File: config.mk
export PLATFORM = sky130hd
export DESIGN_NAME = score_tracker
export DESIGN_NICKNAME = d
export VERILOG_FILES = /design/src/rtl/score_tracker.sv
export SDC_FILE = /design/constraint.sdc
export NUM_CORES = 1
export LEC_CHECK = 0
export ABC_AREA = 0
export CORE_ASPECT_RATIO = 1.75
export CORE_MARGIN = 4
export CORE_UTILIZATION = 59
export DETAILED_ROUTE_END_ITERATION = 8
export GPL_TIMING_DRIVEN = 0
export PLACE_DENSITY = 0.86
export REMOVE_ABC_BUFFERS = 1
export SLEW_MARGIN = 0
export SYNTH_ARGS = -nofsm -noshare
export SYNTH_HDL_FRONTEND = slang
export SYNTH_SLANG_ARGS = --single-unit
File: constraint.sdc
create_clock -name ClkPort -period 13.9 [get_ports ClkPort]
set_input_delay 2.085 -clock ClkPort [delete_from_list [all_inputs] [get_ports ClkPort]]
set_output_delay 2.085 -clock ClkPort [all_outputs]
set_load 0.005 [all_outputs]
File: src/rtl/score_tracker.sv
// score_tracker: Pong score bookkeeping.
// Three asynchronous event inputs are synchronised into ClkPort and edge detected.
// A four-state game FSM keeps a packed-BCD running score and a BCD high score.
// Every output is a register, so no combinational path runs from an input to an output.
module score_tracker #(
    parameter int SYNC_STAGES = 2,
    parameter int HIT_POINTS  = 1
) (
    input  logic        ClkPort,
    input  logic        Reset,
    input  logic        hit,
    input  logic        miss,
    input  logic        ack,
    output logic [15:0] score,
    output logic [15:0] highscore,
    output logic        game_over,
    output logic        new_record
);

    typedef enum logic [1:0] {
        IDLE  = 2'd0,
        PLAY  = 2'd1,
        CHECK = 2'd2,
        OVER  = 2'd3
    } state_t;

    localparam logic [3:0] HIT_BCD = 4'(HIT_POINTS);

    state_t                 state_r;
    logic [SYNC_STAGES-1:0] hit_sync_r;
    logic [SYNC_STAGES-1:0] miss_sync_r;
    logic [SYNC_STAGES-1:0] ack_sync_r;
    logic                   hit_hist_r;
    logic                   miss_hist_r;
    logic                   ack_hist_r;
    logic                   hit_rise_s;
    logic                   miss_rise_s;
    logic                   ack_rise_s;

    // Packed-BCD add of a single digit to the units position.
    // A carry out of the thousands digit saturates the result at 9999.
    function automatic logic [15:0] bcd_add(input logic [15:0] val, input logic [3:0] pts);
        logic [4:0]  digit;
        logic [3:0]  addend;
        logic        carry;
        logic [15:0] res;
        carry = 1'b0;
        res   = 16'h0000;
        for (int i = 0; i < 4; i++) begin
            addend = (i == 0) ? pts : 4'd0;
            digit  = {1'b0, val[i*4 +: 4]} + {1'b0, addend} + {4'b0000, carry};
            if (digit > 5'd9) begin
                digit = digit - 5'd10;
                carry = 1'b1;
            end else begin
                carry = 1'b0;
            end
            res[i*4 +: 4] = digit[3:0];
        end
        if (carry) begin
            res = 16'h9999;
        end
        return res;
    endfunction

    // Synchroniser chains and edge-history flops; reset high so a held level gives no edge.
    always_ff @(posedge ClkPort or posedge Reset) begin
        if (Reset) begin
            hit_sync_r  <= '1;
            miss_sync_r <= '1;
            ack_sync_r  <= '1;
            hit_hist_r  <= 1'b1;
            miss_hist_r <= 1'b1;
            ack_hist_r  <= 1'b1;
        end else begin
            hit_sync_r  <= {hit_sync_r[SYNC_STAGES-2:0], hit};
            miss_sync_r <= {miss_sync_r[SYNC_STAGES-2:0], miss};
            ack_sync_r  <= {ack_sync_r[SYNC_STAGES-2:0], ack};
            hit_hist_r  <= hit_sync_r[SYNC_STAGES-1];
            miss_hist_r <= miss_sync_r[SYNC_STAGES-1];
            ack_hist_r  <= ack_sync_r[SYNC_STAGES-1];
        end
    end

    assign hit_rise_s  = hit_sync_r[SYNC_STAGES-1]  & ~hit_hist_r;
    assign miss_rise_s = miss_sync_r[SYNC_STAGES-1] & ~miss_hist_r;
    assign ack_rise_s  = ack_sync_r[SYNC_STAGES-1]  & ~ack_hist_r;

    // Game FSM with registered score, high score and status outputs.
    always_ff @(posedge ClkPort or posedge Reset) begin
        if (Reset) begin
            state_r    <= IDLE;
            score      <= 16'h0000;
            highscore  <= 16'h0000;
            game_over  <= 1'b0;
            new_record <= 1'b0;
        end else begin
            case (state_r)
                IDLE: begin
                    if (ack_rise_s) begin
                        state_r <= PLAY;
                        score   <= 16'h0000;
                    end
                end
                PLAY: begin
                    // A hit arriving together with a miss still counts.
                    if (hit_rise_s) begin
                        score <= bcd_add(score, HIT_BCD);
                    end
                    if (miss_rise_s) begin
                        state_r <= CHECK;
                    end
                end
                CHECK: begin
                    // Raw 16-bit compare is valid: packed BCD preserves numeric order.
                    state_r   <= OVER;
                    game_over <= 1'b1;
                    if (score > highscore) begin
                        highscore  <= score;
                        new_record <= 1'b1;
                    end else begin
                        new_record <= 1'b0;
                    end
                end
                OVER: begin
                    if (ack_rise_s) begin
                        state_r    <= PLAY;
                        score      <= 16'h0000;
                        game_over  <= 1'b0;
                        new_record <= 1'b0;
                    end
                end
                default: begin
                    state_r    <= IDLE;
                    score      <= 16'h0000;
                    game_over  <= 1'b0;
                    new_record <= 1'b0;
                end
            endcase
        end
    end

endmodule
==> qor.yml, run 1 <==
timing.hold.worst.class: "reg -> reg"
post_cts.repair.setup_buffers: 0
setup.reg_to_reg.worst_slack_ns: 7.26
synth_mux_area_frac: 0.0865
overall_global_routing_usage: 0.199
min_period_ns: 6.64
die_w_um: 59.9
synth_top_family_by_area: "compound AO/OA/AOI/OAI gates"
initial_antenna_violation_count: 0
status: "finished, final reports clean"
reg2reg_to: "score[10]$_DFFE_PP0P_"
syn-cell-area_um2: 2780
final-max-slew-violation-count: 0
timing.max_cap.violations: 0
gpl.final_weighted_congestion: 0.896
cts_htree_levels: 2
power.total_uw: 445
synth-compound-area-share: 0.156
wl_met3_um: 156
clock_sinks: 45
synth_area_in_xor_xnor: 0.0221
seq_area_frac_synth: 0.409
path_clk_slew_ns: 0.08
reg2reg_depth: 24
routed-wl-met2_um: 3010
detailedRoute.firstPassIterationCount: 4
ys_types: 48
post_synthesis_adder_cell_area_fraction: 0.140
maximum_number_of_pins_on_one_net_before_global_route_repair: 27
relSlewSlack: 0.428
cp.required_ns: 14.13
actual_slew_at_the_worst_max_slew_pin_ns: 0.852
vias: 2130
critical_path_arrival_ns: 6.87
dpl.hpwl_um: 4060
tritoncts: "built"
critPathKind: "reg -> reg"
final_layout_size_suffix_gt1_frac: 0.130
worstSetupEndpointType: "register"
synth-main-ff-cell: "sky130_fd_sc_hd__dfrtp_1"
worst_r2r_startpoint: "score[0]$_DFFE_PP0P_"
first_global_vias: 2062
area_delta_synth_final_pct: 18.3
wl_per_cell_um: 15.4
ant_nets: 0
globalRoute.totalOverflow: 0
ioPinCount: 39
vias_per_cell: 5.95
met1Wirelength_um: 2280
synth_area_per_cell_um2: 10.4
worst_hold_startpoint: "hit_sync_r[0]$_DFF_PP1_"
detail_route.drc_violations: 0
finalWirelength_um: 5520
static-leakage-power_nw: 1.48
count_of_yosys_warnings_during_synthesis: 0
cts_root_buf: "sky130_fd_sc_hd__clkbuf_8"
portBuffers: 38
post_cts_resized: 0
final.setup.tns_ns: 0
antenna_cells: 0
post-route-period-util: 0.478
timing.final.setup_violations: 0
hold_viol_final: 0
timing.fmax_mhz: 151
yosys.area_share.simple: 0.136
drt_iter0_drc: 65
maxUsedRoutingLayer: "met4"
cts_buffer_depth: 2
rows: 32
holdPathEnd: "hit_sync_r[1]$_DFF_PP1_"
powerDensity_nw_per_um2: 135
synthArstFlopShare: 1.00
clock-skew-final_ns: 0.00527
core_area_um2: 4480
cts_inserted_buffers: 5
finish.utilization: 0.733
first_pass_grt_wire_length_um: 9250
hold_buf_cts: 0
clock_latency_ns: 0.29
finalNetCount: 342
die-height_um: 98.8
timing.hold.worst_path_depth: 0
crit_fanout: 12
synthCells: 266
critical_path.startpoint_type: "register"
synth-edff-count: 0
synth.ff_latch_count: 45
vdd_ir_drop_max_v: 0.000136
design.die.area_um2: 5910
floorplan.initialDensity: 0.619
unrepaired_setup_endpoints_after_global_routing: "false"
## worst max-delay path by stage
stage | depth (start not counted) | to | from
5_1_grt | 25 | score[2]$_DFFE_PP0P_ | score[1]$_DFFE_PP0P_
3_5_place_dp | 25 | score[10]$_DFFE_PP0P_ | score[1]$_DFFE_PP0P_
4_1_cts | 24 | score[10]$_DFFE_PP0P_ | score[0]$_DFFE_PP0P_
6_report | 24 | score[10]$_DFFE_PP0P_ | score[0]$_DFFE_PP0P_
2_1_floorplan | 25 | score[6]$_DFFE_PP0P_ | score[1]$_DFFE_PP0P_
3_3_place_gp | 25 | score[2]$_DFFE_PP0P_ | score[1]$_DFFE_PP0P_
## critical path: stages, from the launching register on
cell	delay, ns
sky130_fd_sc_hd__dfrtp_1	0.44
sky130_fd_sc_hd__inv_1	0.13
sky130_fd_sc_hd__ha_1	0.35
sky130_fd_sc_hd__inv_1	0.13
sky130_fd_sc_hd__ha_1	0.15
sky130_fd_sc_hd__or3b_2	0.44
sky130_fd_sc_hd__a31oi_1	0.23
sky130_fd_sc_hd__o22a_1	0.25
sky130_fd_sc_hd__ha_1	0.21
sky130_fd_sc_hd__ha_1	0.31
sky130_fd_sc_hd__o21ai_0	0.11
sky130_fd_sc_hd__or2_0	0.21
sky130_fd_sc_hd__a2bb2oi_1	0.43
sky130_fd_sc_hd__ha_1	0.26
sky130_fd_sc_hd__ha_1	0.30
sky130_fd_sc_hd__o21ai_0	0.11
sky130_fd_sc_hd__or2_0	0.21
sky130_fd_sc_hd__a2bb2oi_1	0.40
sky130_fd_sc_hd__ha_1	0.28
sky130_fd_sc_hd__ha_1	0.27
sky130_fd_sc_hd__nand2b_1	0.15
sky130_fd_sc_hd__a31oi_1	0.22
sky130_fd_sc_hd__o31a_1	0.49
sky130_fd_sc_hd__nor4bb_1	0.36
sky130_fd_sc_hd__a221o_1	0.15
## synth_stat cells (all sizes together) (4+ instances only)
cell | count | area share
a21oi | 16 | 0.029
a22o | 7 | 0.022
a31oi | 4 | 0.014
clkbuf | 4 | 0.0054
dfrtp | 36 | 0.32
dfstp | 9 | 0.085
ha | 31 | 0.14
inv | 27 | 0.036
mux2 | 16 | 0.076
nand2 | 21 | 0.029
nand2b | 10 | 0.023
nand4 | 4 | 0.011
nor2 | 11 | 0.015
nor3 | 5 | 0.0090
o21ai | 18 | 0.032
xnor2 | 6 | 0.019
## where the power goes
part | switching (mW) | internal, mW | leakage [nW]
clock network | 0.0438 | 0.0356 | 0.0385
registers | 0.0192 | 0.147 | 0.584
logic | 0.109 | 0.0898 | 0.855
total | 0.172 | 0.273 | 1.48
## cells in the final DEF (no fill, tap or decap), types with 5 or more instances in the layout
master                            instances
sky130_fd_sc_hd__a22o_1                   7
sky130_fd_sc_hd__clkbuf_8                 5
sky130_fd_sc_hd__nor2_1                  11
sky130_fd_sc_hd__a21oi_1                 16
sky130_fd_sc_hd__nor3_1                   5
sky130_fd_sc_hd__ha_1                    31
sky130_fd_sc_hd__dfstp_2                  9
sky130_fd_sc_hd__xnor2_1                  6
sky130_fd_sc_hd__nand2b_1                10
sky130_fd_sc_hd__o21ai_0                 18
sky130_fd_sc_hd__mux2_4                   8
sky130_fd_sc_hd__nand2_1                 20
sky130_fd_sc_hd__clkdlybuf4s50_1         38
sky130_fd_sc_hd__mux2_2                   8
sky130_fd_sc_hd__dfrtp_1                 36
sky130_fd_sc_hd__inv_1                   26
## registers in the layout, indices dropped and copies added (netlist names)
name         cells
game_over        1
miss_hist_r      1
miss_sync_r      2
highscore       16
ack_hist_r       1
new_record       1
ack_sync_r       2
hit_sync_r       2
hit_hist_r       1
score           16
state_r          2
## routing by layer
layer | GRT usage | vias to the layer above
met2 | 0.359 | 54
met4 | 0.0546 | 0
met1 | 0.242 | 1040
li1 | - | 1029
met5 | 0 | -
met3 | 0.0210 | 7
## through the flow
stage	worst slack (ns)	hold slack [ns]	std cells	cell area, um2
after detailed placement	7.33	0.347	350	3200
final	7.26	0.358	358	3290
after global routing	6.86	0.363	358	3290
after CTS	7.30	0.359	358	3290
after global placement	7.46	0.346	349	3180
after floorplan	8.27	0.345	260	2740
## cell type report
type	instances	area (um2)
clock inverter	1	7.51
multi-input combinational	188	1500
tap	51	63.8
inverter	27	101
clock buffer	7	76.3
fill	336	1200
timing repair buffer	39	400
sequential	45	1140
## cell families after synthesis
logic type,after synthesis
AOI/OAI and AO/OA,63
xor gates and xnor gates,7
DFF,45
buffers and inverters,33
muxes,19
and+or+nand+nor,68
adders and majority gates,31
No activity file was read; power rests on OpenSTA's default activity.
==> inputs of run 2 (changes only) <==
- CORE_UTILIZATION: 59 -> 50
- PLACE_DENSITY: 0.86 -> 0.78
- clock period: 13.9 -> 6 ns (I/O delays scaled with it)
==> run 2 against run 1 <==
Effect of this change:
- worst setup slack worse by 7.0 ns
- via count is 0.52% higher
- register-to-register slack worse by 7.0 ns
- critical endpoint is now score[13]$_DFFE_PP0P_
- largest cell class unchanged
- highest routed layer unchanged
==> qor.yml, run 2 (synthesis gave the netlist of run 1 again) <==
clkPwrFrac: 0.210  # was 0.178
antenna_cells: 0  # unchanged
first_global_vias: 2149  # was 2062
timing.final.setup_violations: 0  # unchanged
vias: 2141  # was 2130
static-leakage-power_nw: 1.52  # was 1.48 nW
rows: 35  # was 32
critical_path.startpoint_type: "register"  # unchanged
critical_path_arrival_ns: 5.96  # was 6.87 ns
worstSetupEndpointType: "register"  # unchanged
timing.max_cap.violations: 0  # unchanged
design.die.area_um2: 6860  # was 5910 um2
power.share.switching: 0.373  # was 0.387
p_int_uw: 720  # was 273 uW
ant_nets: 0  # unchanged
wl_per_cell_um: 16.0  # was 15.4 um
cts_root_buf: "sky130_fd_sc_hd__clkbuf_8"  # unchanged
finalWirelength_um: 6220  # was 5520 um
floorplan.initialDensity: 0.520  # was 0.619
detail_route.drc_violations: 0  # unchanged
switching_power_uw: 429  # was 172 uW
cp.required_ns: 6.25  # was 14.13 ns
min_period_ns: 5.71  # was 6.64 ns
vdd_ir_drop_max_v: 0.000221  # was 0.000136 V
place_ws_ns: -0.632  # was 7.33 ns
post-route-period-util: 0.952  # was 0.478
gpl.final_weighted_congestion: 0.851  # was 0.896
finalNetCount: 349  # was 342
critical_path.max_stage_delay_ns: 0.46  # was 0.49 ns
crit_fanout: 6  # was 12
powerDensity_nw_per_um2: 328  # was 135 nW/um2
clock-skew-final_ns: 0.0112  # was 0.00527 ns
status: "finished, final reports clean"  # unchanged
crit_path_leading_delay_family: "adder cells"  # was compound AO/OA/AOI/OAI gates
die-height_um: 107  # was 98.8 um
path_clk_slew_ns: 0.09  # was 0.08 ns
maximum_number_of_pins_on_one_net_before_global_route_repair: 44  # was 27
core_area_um2: 5340  # was 4480 um2
comb_power_share: 0.452  # was 0.447
detailedRoute.firstPassIterationCount: 4  # unchanged
power.total_mw: 1.15  # was 445 uW
overall_global_routing_usage: 0.192  # was 0.199
fin_area_um2: 3510  # was 3290 um2
relSlewSlack: 0.463  # was 0.428
post_dp_cell_area_um2: 3230  # was 3200 um2
finish.utilization: 0.656  # was 0.733
cts_htree_levels: 2  # unchanged
final-max-slew-violation-count: 0  # unchanged
largestRegisters: "highscore: 16 flops, score: 16 flops"  # unchanged
dpl.hpwl_um: 3930  # was 4060 um
timing.fmax_mhz: 175  # was 151 MHz
clock_sinks: 45  # unchanged
area_delta_synth_final_pct: 26.3  # was 18.3%
hold_viol_final: 0  # unchanged
globalRoute.totalOverflow: 0  # unchanged
buffers_inverters_on_critical_path: 2  # unchanged
hold_buf_cts: 0  # unchanged
actual_slew_at_the_worst_max_slew_pin_ns: 0.805  # was 0.852 ns
drt_iter0_drc: 92  # was 65
final_layout_size_suffix_gt1_frac: 0.201  # was 0.130
critPathKind: "reg -> reg"  # unchanged
setup_slack_ns: 0.288  # was 7.26 ns
initial_antenna_violation_count: 0  # unchanged
tritoncts: "built"  # unchanged
first_pass_grt_wire_length_um: 10200  # was 9250 um
portBuffers: 38  # unchanged
vias_per_cell: 5.52  # was 5.95
cts_inserted_buffers: 5  # unchanged
die_w_um: 64.3  # was 59.9 um
ioPinCount: 39  # unchanged
cts_buffer_depth: 2  # unchanged
mostFrequentLayoutCell: "sky130_fd_sc_hd__clkdlybuf4s50_1"  # unchanged
clock_latency_ns: 0.30  # was 0.29 ns
seqPwrFrac: 0.338  # was 0.374
most_frequent_cells_in_the_layout: "38 x sky130_fd_sc_hd__clkdlybuf4s50_1, 34 x sky130_fd_sc_hd__dfrtp_1, 26 x sky130_fd_sc_hd__inv_1, 26 x sky130_fd_sc_hd__ha_1, 20 x sky130_fd_sc_hd__nand2_1"  # was 38 x sky130_fd_sc_hd__clkdlybuf4s50_1, 36 x sky130_fd_sc_hd__dfrtp_1, 31 x sky130_fd_sc_hd__ha_1
cpMaxStageDelayCell: "sky130_fd_sc_hd__dfrtp_2"  # was sky130_fd_sc_hd__o31a_1
filler_cell_count: 447  # was 336
unrepaired_setup_endpoints_after_global_routing: "false"  # unchanged
timing.hold.worst.class: "reg -> reg"  # unchanged
==> run 2: cell count changes in the layout (fill, tap and decap cells not counted), sizes merged <==
cell / previous run / this run
buf: 1 / 7
o31a: 1 / 2
bufinv: 0 / 1
clkbuf: 7 / 6
==> run 2: area by class of cell <==
type | count | area, um2 | area share
tap | 74 | 92.6 | 0.0264
multi-input combinational | 189 | 1610 | 0.458
sequential | 45 | 1140 | 0.325
inverter | 27 | 101 | 0.0289
timing repair buffer | 45 | 445 | 0.127
clock buffer | 6 | 82.6 | 0.0235
clock inverter | 2 | 37.5 | 0.0107
==> run 2: per-layer routing <==
metal / track usage / wire [um] / vias up
met1: 0.227 / 2540 / 1027
met5: 0 / 0 / -
met2: 0.337 / 3310 / 55
met4: 0.0893 / 195 / 0
li1: - / - / 1043
met3: 0.0273 / 175 / 16
==> run 2: worst paths after layout <==
kind / start / end / slack (ns) / cells after the start
setup / recovery: score[0]$_DFFE_PP0P_ / score[13]$_DFFE_PP0P_ / 0.29 / 25
hold / removal: miss_sync_r[1]$_DFF_PP1_ / miss_hist_r$_DFF_PP1_ / 0.36 / 0
setup reg to reg: score[0]$_DFFE_PP0P_ / score[13]$_DFFE_PP0P_ / 0.29 / 25
hold reg to reg: miss_sync_r[1]$_DFF_PP1_ / miss_hist_r$_DFF_PP1_ / 0.36 / 0
max in group asynchronous: Reset / hit_sync_r[1]$_DFF_PP1_ / 4.76 / 3
min in group asynchronous: Reset / miss_hist_r$_DFF_PP1_ / 0.94 / 2
==> run 2: power groups by stage <==
stage | Sequential (mW) | Clock [mW] | Combinational, mW
6_report | 0.389 | 0.241 | 0.519
4_1_cts | 0.388 | 0.244 | 0.499
5_1_grt | 0.397 | 0.258 | 0.580
3_3_place_gp | 0.391 | 0 | 0.452
3_5_place_dp | 0.392 | 0 | 0.466
2_1_floorplan | 0.383 | 0 | 0.323
==> run 2: stage by stage <==
| stage | hold WS (ns) | TNS (ns) | instances |
|---|---|---|---|
| floorplan | 0.345 | 0 | 260 |
| global placement | 0.346 | -4.42 | 372 |
| detailed placement | 0.349 | -6.52 | 373 |
| CTS | 0.361 | 0 | 385 |
| global route | 0.364 | 0 | 388 |
| finish | 0.357 | 0 | 388 |
==> run 2: worst reg2reg max path, stage by stage, from the launching register on <==
cell and delay, ns:
sky130_fd_sc_hd__dfrtp_2 0.46, sky130_fd_sc_hd__ha_1 0.25, sky130_fd_sc_hd__inv_1 0.14, sky130_fd_sc_hd__nor2_1 0.07, sky130_fd_sc_hd__nor2b_1 0.14, sky130_fd_sc_hd__ha_1 0.16, sky130_fd_sc_hd__or3b_2 0.46, sky130_fd_sc_hd__a31oi_2 0.22
sky130_fd_sc_hd__o22a_1 0.19, sky130_fd_sc_hd__ha_1 0.19, sky130_fd_sc_hd__ha_2 0.30, sky130_fd_sc_hd__o21ai_0 0.15, sky130_fd_sc_hd__or2_0 0.19, sky130_fd_sc_hd__a2bb2oi_4 0.08, sky130_fd_sc_hd__ha_2 0.21, sky130_fd_sc_hd__ha_4 0.29
sky130_fd_sc_hd__o21ai_0 0.08, sky130_fd_sc_hd__or2_0 0.26, sky130_fd_sc_hd__a2bb2oi_2 0.24, sky130_fd_sc_hd__ha_4 0.20, sky130_fd_sc_hd__ha_2 0.28, sky130_fd_sc_hd__nand2b_1 0.18, sky130_fd_sc_hd__a31oi_4 0.26, sky130_fd_sc_hd__o31a_1 0.34
sky130_fd_sc_hd__buf_4 0.19, sky130_fd_sc_hd__a22o_1 0.14
==> run 2: repair_timing <==
item                                    4_1_cts  5_1_grt
endpoints found under the setup margin       15       15
resized for setup                             8       13
buffers inserted                              3        3
cloned                                        1        0
pin swaps                                     2        3
